**config.mk**
```make
export PLATFORM = sky130hd
export DESIGN_NAME = ctrl_mc_flat
export DESIGN_NICKNAME = d
export VERILOG_FILES = /design/src/rtl/ctrl_mc_if.sv /design/src/rtl/ctrl_mc.sv /design/src/flat_wrapper.sv
export SDC_FILE = /design/constraint.sdc
export NUM_CORES = 1
export LEC_CHECK = 0
export CORE_MARGIN = 5
export CORE_UTILIZATION = 38
export CTS_CLUSTER_SIZE = 12
export DETAILED_ROUTE_END_ITERATION = 10
export HOLD_SLACK_MARGIN = 0.15
export PLACE_DENSITY_LB_ADDON = 0.08
export REMOVE_ABC_BUFFERS = 1
export SLEW_MARGIN = 20
export SYNTH_ARGS = -nofsm -noshare
export SYNTH_HDL_FRONTEND = slang
export SYNTH_SLANG_ARGS = --single-unit
```
**constraint.sdc**
```tcl
create_clock -name clk -period 2.3 [get_ports clk]
set_clock_uncertainty 0.15 [all_clocks]
set_input_delay 0.46 -clock clk [delete_from_list [all_inputs] [get_ports clk]]
set_output_delay 0.46 -clock clk [all_outputs]
set_load 0.03 [all_outputs]
```
**src/rtl/ctrl_mc_if.sv**
```systemverilog
// Fetch and data-memory handshake bundle between ctrl_mc and the memory side.
// master = controller (issues requests), slave = memory (returns strobes).
interface ctrl_mc_if;
    logic [31:0] instr_read;
    logic        instr_req;
    logic        instr_valid;
    logic        mem_req;
    logic        mem_we;
    logic        mem_valid;

    modport master (
        input  instr_read, instr_valid, mem_valid,
        output instr_req, mem_req, mem_we
    );

    modport slave (
        output instr_read, instr_valid, mem_valid,
        input  instr_req, mem_req, mem_we
    );
endinterface

```
**src/rtl/ctrl_mc.sv**
```systemverilog
// Multi-cycle RV32I control FSM: FETCH -> EXEC -> (MEM) -> WB, sticky TRAP on illegal opcodes.
// Datapath select outputs follow the latched opcode class through EXEC, MEM and WB.
module ctrl_mc #(
    parameter int unsigned EXEC_CYCLES = 2,
    parameter int unsigned TIMER_BITS  = 4,
    parameter int unsigned MEM_ENABLE  = 1
) (
    input  logic      clk,
    input  logic      res_n,
    ctrl_mc_if.master bus,
    output logic      alusrc_pc,
    output logic      alusrc,
    output logic      immediatetoreg,
    output logic      pctoreg,
    output logic      memtoreg,
    output logic      branch,
    output logic      jump,
    output logic      memwrite,
    output logic      regwrite,
    output logic      pc_enable,
    output logic      illegal
);

    typedef enum logic [2:0] {
        S_FETCH,
        S_EXEC,
        S_MEM,
        S_WB,
        S_TRAP
    } state_t;

    typedef enum logic [3:0] {
        C_OP,
        C_OP_IMM,
        C_LUI,
        C_AUIPC,
        C_BRANCH,
        C_JAL,
        C_JALR,
        C_LOAD,
        C_STORE
    } cls_t;

    localparam logic [TIMER_BITS-1:0] EXEC_LOAD = TIMER_BITS'(EXEC_CYCLES - 1);

    state_t                r_state, w_next;
    cls_t                  r_cls, w_cls_next, w_dec_cls;
    logic [TIMER_BITS-1:0] r_cnt, w_cnt_next;
    logic                  w_dec_legal;
    logic                  w_in_class;
    logic                  w_unused_bits;

    assign w_unused_bits = ^bus.instr_read[31:7];

    always_comb begin
        w_dec_legal = 1'b0;
        w_dec_cls   = C_OP;
        if (bus.instr_read[1:0] == 2'b11) begin
            case (bus.instr_read[6:2])
                5'b01100: begin w_dec_legal = 1'b1; w_dec_cls = C_OP;     end
                5'b00100: begin w_dec_legal = 1'b1; w_dec_cls = C_OP_IMM; end
                5'b01101: begin w_dec_legal = 1'b1; w_dec_cls = C_LUI;    end
                5'b00101: begin w_dec_legal = 1'b1; w_dec_cls = C_AUIPC;  end
                5'b11000: begin w_dec_legal = 1'b1; w_dec_cls = C_BRANCH; end
                5'b11011: begin w_dec_legal = 1'b1; w_dec_cls = C_JAL;    end
                5'b11001: begin w_dec_legal = 1'b1; w_dec_cls = C_JALR;   end
                5'b00000: begin w_dec_legal = (MEM_ENABLE != 0); w_dec_cls = C_LOAD;  end
                5'b01000: begin w_dec_legal = (MEM_ENABLE != 0); w_dec_cls = C_STORE; end
                default:  begin w_dec_legal = 1'b0; w_dec_cls = C_OP;     end
            endcase
        end
    end

    always_ff @(posedge clk) begin
        if (!res_n) begin
            r_state <= S_FETCH;
            r_cls   <= C_OP;
            r_cnt   <= '0;
        end else begin
            r_state <= w_next;
            r_cls   <= w_cls_next;
            r_cnt   <= w_cnt_next;
        end
    end

    always_comb begin
        w_next     = r_state;
        w_cls_next = r_cls;
        w_cnt_next = r_cnt;
        case (r_state)
            S_FETCH: begin
                if (bus.instr_valid) begin
                    if (w_dec_legal) begin
                        w_cls_next = w_dec_cls;
                        w_cnt_next = EXEC_LOAD;
                        w_next     = S_EXEC;
                    end else begin
                        w_next = S_TRAP;
                    end
                end
            end
            S_EXEC: begin
                if (r_cnt == '0) begin
                    w_next = (r_cls == C_LOAD || r_cls == C_STORE) ? S_MEM : S_WB;
                end else begin
                    w_cnt_next = r_cnt - 1'b1;
                end
            end
            S_MEM:   if (bus.mem_valid) w_next = S_WB;
            S_WB:    w_next = S_FETCH;
            S_TRAP:  w_next = S_TRAP;
            default: w_next = S_FETCH;
        endcase
    end

    // Class selects stay stable from EXEC through WB so the datapath settles once.
    assign w_in_class = (r_state == S_EXEC) || (r_state == S_MEM) || (r_state == S_WB);

    always_comb begin
        bus.instr_req  = 1'b0;
        bus.mem_req    = 1'b0;
        bus.mem_we     = 1'b0;
        alusrc_pc      = 1'b0;
        alusrc         = 1'b0;
        immediatetoreg = 1'b0;
        pctoreg        = 1'b0;
        memtoreg       = 1'b0;
        branch         = 1'b0;
        jump           = 1'b0;
        memwrite       = 1'b0;
        regwrite       = 1'b0;
        pc_enable      = 1'b0;
        illegal        = 1'b0;

        if (w_in_class) begin
            case (r_cls)
                C_OP:     alusrc = 1'b0;
                C_OP_IMM: alusrc = 1'b1;
                C_LUI:    immediatetoreg = 1'b1;
                C_AUIPC:  begin alusrc_pc = 1'b1; alusrc = 1'b1; end
                C_BRANCH: branch = 1'b1;
                C_JAL:    begin alusrc_pc = 1'b1; alusrc = 1'b1; jump = 1'b1; pctoreg = 1'b1; end
                C_JALR:   begin alusrc = 1'b1; jump = 1'b1; pctoreg = 1'b1; end
                C_LOAD:   begin alusrc = 1'b1; memtoreg = 1'b1; end
                C_STORE:  begin alusrc = 1'b1; memwrite = 1'b1; end
                default:  alusrc = 1'b0;
            endcase
        end

        case (r_state)
            S_FETCH: bus.instr_req = 1'b1;
            S_MEM: begin
                bus.mem_req = 1'b1;
                bus.mem_we  = (r_cls == C_STORE);
            end
            S_WB: begin
                pc_enable = 1'b1;
                regwrite  = (r_cls != C_BRANCH) && (r_cls != C_STORE);
            end
            S_TRAP:  illegal = 1'b1;
            default: illegal = 1'b0;
        endcase
    end

endmodule

```
**src/flat_wrapper.sv**
```systemverilog
// flat-port wrapper written by rule: the top's interface ports become plain ports
module ctrl_mc_flat 
#(
    parameter int unsigned EXEC_CYCLES = 2,
    parameter int unsigned TIMER_BITS  = 4,
    parameter int unsigned MEM_ENABLE  = 1
)
  (clk, res_n, alusrc_pc, alusrc, immediatetoreg, pctoreg, memtoreg, branch, jump, memwrite, regwrite, pc_enable, illegal, bus_instr_read, bus_instr_valid, bus_mem_valid, bus_instr_req, bus_mem_req, bus_mem_we);
  ctrl_mc_if bus_i ();
  input  logic clk;
  input  logic res_n;
  output logic alusrc_pc;
  output logic alusrc;
  output logic immediatetoreg;
  output logic pctoreg;
  output logic memtoreg;
  output logic branch;
  output logic jump;
  output logic memwrite;
  output logic regwrite;
  output logic pc_enable;
  output logic illegal;
  input wire logic [$bits(bus_i.instr_read)-1:0] bus_instr_read;
  input wire logic [$bits(bus_i.instr_valid)-1:0] bus_instr_valid;
  input wire logic [$bits(bus_i.mem_valid)-1:0] bus_mem_valid;
  output wire logic [$bits(bus_i.instr_req)-1:0] bus_instr_req;
  output wire logic [$bits(bus_i.mem_req)-1:0] bus_mem_req;
  output wire logic [$bits(bus_i.mem_we)-1:0] bus_mem_we;
  assign bus_i.instr_read = bus_instr_read;
  assign bus_i.instr_valid = bus_instr_valid;
  assign bus_i.mem_valid = bus_mem_valid;
  assign bus_instr_req = bus_i.instr_req;
  assign bus_mem_req = bus_i.mem_req;
  assign bus_mem_we = bus_i.mem_we;
  ctrl_mc #(.EXEC_CYCLES(EXEC_CYCLES), .TIMER_BITS(TIMER_BITS), .MEM_ENABLE(MEM_ENABLE)) u_core (.clk(clk), .res_n(res_n), .bus(bus_i), .alusrc_pc(alusrc_pc), .alusrc(alusrc), .immediatetoreg(immediatetoreg), .pctoreg(pctoreg), .memtoreg(memtoreg), .branch(branch), .jump(jump), .memwrite(memwrite), .regwrite(regwrite), .pc_enable(pc_enable), .illegal(illegal));
endmodule
```
==> run_results.csv <==
group,metric,value,unit
status,status,"finished clean",
floorplan,floorplan.rows,17,
sta,fmaxAchievable,461,MHz
detailed_routing,post-route-drc-count,0,
clocking,tritoncts,"yes",
finish,drive_gt1_share,21.9,%
power,power_density,349,nW/um2
hold_path,hp-start,"u_core.r_cnt[1]",
sta,worstMarginPinSlew,0.459,ns
sta,post-route-period-util,94.2,%
sta,rsz0062_at_grt,"no",
global_routing,grt_pass1_vias,941,
clocking,h-tree-depth,1,
detailed_routing,drt-initial-drc-count,18,
placement,place.detailed.hpwl,1820,um
setup_path,worstPathBufferInverterCount,2,
global_routing,grt_util_met3,3.07,%
floorplan,number_of_top_level_pins,50,
yosys,ys_warn_count,0,
yosys,syn_area_per_cell,7.99,um2
setup_path,crit_family,"buffers and inverters",
yosys,post-synth-top-area-cell,"dfxtp_1",
setup_path,endpoint_kind,"output port",
floorplan,core-area,2250,um2
sta,slew_headroom,69.2,%
setup_path,crit_path_top_delay_cell,"dlygate4sd2_1",
sta,finalHoldViolations,0,
power,peakVddDrop,0.262,mV
sta,finalMaxSlewViolations,0,
detailed_routing,detail_route.vias_per_cell,5.40,
hold_path,worst_hold_path_type,"reg2reg",
floorplan,die_height,59.0,um
clocking,clk_latency,0.27,ns
setup_path,crit-reg2reg-launch,"u_core.r_cnt[0]",
setup_path,timing.critical_path.from_type,"register",
detailed_routing,antenna_violating_nets_left,0,
clocking,ctsHoldBuffers,0,
global_routing,pin_count_of_the_biggest_net_entering_global_routing,12,
detailed_routing,vias,967,
finish,synth_to_final_area_change,38.7,%
power,power.total,441,uW
power,leakage,0.568,nW
yosys,mappedNetlistArea,911,um2
yosys,post_synth_num_cell_types,49,
placement,gp_congestion,0.816,
global_routing,global_route.overflow_total,0,
setup_path,timing.critical_path.cells,"nor4b_2 > inv_1 > nor2_1 > dlygate4sd2_1",
finish,post_route_non_filler_standard_cell_count,179,
clocking,cts_buffers,3,
global_routing,grt_pass1_wl,3860,um
power,pwr-share-comb,25.5,%
global_routing,globalRouteTotalUtil,14.2,%
placement,numPlacedInstances,175,
setup_path,timing.critical_path.arrival,1.56,ns
detailed_routing,drtPass1Iterations,4,
placement,io_buffers,24,
detailed_routing,routed_wire_length_per_instance,12.7,um
yosys,synth-seq-area-share,24.2,%
hold_path,whs_path_depth,2,
finish,layout.nets,190,
power,power_internal,317,uW
sta,worst_hold_slack,0.347,ns
setup_path,worst-r2r-setup-slack,0.57,ns
setup_path,worst_r2r_endpoint,"u_core.r_cnt[0]",
sta,postLayoutSetupSlackWorst,0.133,ns
yosys,synth-async-reset-ratio,0,%
yosys,post_synth_main_area_contributors,"dfxtp_1 24%, nor2_1 6.6%, nand2_1 4.9%",
floorplan,initial_core_util,40.4,%
detailed_routing,postRouteWirelength,2280,um
clocking,clk_pin_slew,0.07,ns
setup_path,worst-setup-path-type,"reg2out",
sta,fin_tns_setup,0,ns
setup_path,worst-path-stages,4,
global_routing,grt.busiest_layer,"met2",
yosys,synth-edff-count,0,
floorplan,dieWidth,59.0,um
setup_path,worst_ep_required_time,1.69,ns
power,power_frac_seq,45.0,%
job,cap_viol_max_count,0,
global_routing,gr-usage-met2,24.3,%
yosys,synth_top_area_share,24.2,%
hold_path,hold_end,"u_core.r_cnt[1]",
yosys,ys.flop_type,"dfxtp_1",
clocking,cts.root.buffer_cell,"clkbuf_4",
placement,place_ws,0.0886,ns
setup_path,critical-path-max-stage-delay,0.40,ns
clocking,cts.path.max_buffers,2,
power,clock_power_share,29.5,%
power,net-switching-power,124,uW
setup_path,worst-path-max-fanout,3,
setup_path,r2r_cell_count,6,
yosys,postSynthCellCount,114,
power,sw_frac_of_total,28.0,%
floorplan,die-area,3480,um2
global_routing,m1_gr_usage,16.6,%
sta,minimum_period_implied_by_the_final_worst_setup_slack,2.17,ns
global_routing,number_of_antenna_violations_at_the_first_check_in_global_routing,0,
finish,diodes,0,
sta,setup_viol,0,
clocking,clock_sink_count,11,
yosys,synthesized_flop_and_latch_total,11,
kinds of logic (layout without fill, tap and decap cells):
group	Yosys count	in the layout	share of synthesized area, %
AO/OA/AOI/OAI	21	21	16.6
buffers and inverters	9	46	6.18
adder cells (fa/ha/maj)	2	2	2.75
XOR/XNOR	4	4	3.85
multiplexers	5	5	5.63
AND/OR/NAND/NOR	62	62	40.8
flip-flops	11	11	24.2
final cells by class:
type / count / area (um2)
clock buffers: 4 / 26.3
well taps: 28 / 35.0
flip-flops and latches: 11 / 221
multi-input cells: 94 / 634
inverters: 3 / 11.3
fillers: 234 / 991
repair buffers: 39 / 335
how the worst max path moves through the flow:
| stage | slack (ns) | start | endpoint |
|---|---|---|---|
| floorplan | 0.06 | u_core.r_state[1] | jump |
| global placement | 0.09 | u_core.r_cls[2] | memwrite |
| detailed placement | 0.09 | u_core.r_cls[2] | memwrite |
| CTS | 0.01 | u_core.r_cls[3] | regwrite |
| global route | 0.003 | u_core.r_cls[0] | memwrite |
| finish | 0.13 | u_core.r_cls[0] | memwrite |
cells in the mapped netlist, types with 2 or more instances:
cell type	n
xnor2_1	3
a21oi_1	2
mux2i_1	4
dfxtp_1	11
nor2_1	16
and2_1	3
nor4_1	2
o31a_1	2
nand2_1	12
inv_1	3
a31oi_1	2
o22ai_1	2
and3_1	5
ha_1	2
and3b_1	2
nand3_1	2
o21ai_0	4
nor3_1	3
clkbuf_1	2
buf_2	2
and4b_1	2
routing by layer:
| metal | part of all wire [%] | routed length, um |
|---|---|---|
| met3 | 4.0 | 92 |
| met5 | 0 | 0 |
| met2 | 48 | 1090 |
| met4 | 1.7 | 39 |
| met1 | 46 | 1050 |
power groups by stage:
stage	registers [mW]	clock network [mW]	logic [mW]
4_1_cts	0.198	0.136	0.113
2_1_floorplan	0.205	0	0.0524
3_3_place_gp	0.203	0	0.113
6_report	0.199	0.130	0.112
5_1_grt	0.199	0.142	0.123
3_5_place_dp	0.203	0	0.115
through the flow:
stage | cell area [um2] | utilization (%)
2_1_floorplan | 866 | -
3_3_place_gp | 1240 | 55.2
3_5_place_dp | 1240 | 55.2
4_1_cts | 1260 | 55.9
5_1_grt | 1260 | 56.0
6_report | 1260 | 56.0
layout by cell type (no fill, tap or decap), types with 3 or more instances in the layout:
cell type and count:
xnor2_1 3, dfxtp_1 10, dlygate4sd2_1 8, nor3_1 3, nand2_1 12, o21ai_0 4, and2_1 3, clkdlybuf4s50_1 11
and3_1 5, nor2_1 16, buf_4 19, clkbuf_4 3, mux2i_1 4, inv_1 3
what timing repair did:
action,in CTS,in global routing
resized for setup,9,1
pin swaps,0,0
setup endpoints to repair,9,1
buffers inserted,0,0
worst reg2reg max path, stage by stage, from the launching register on:
cell      delay, ns
dfxtp_1        0.33
inv_1          0.10
ha_1           0.18
or3b_1         0.38
a22oi_2        0.21
a311oi_1       0.08
o21a_1         0.21
registers in the layout, indices dropped and copies added (netlist names):
| name | count |
|---|---|
| u_core.r_cls | 4 |
| u_core.r_state | 3 |
| u_core.r_cnt | 4 |
Power figures use the tool's default switching activity.
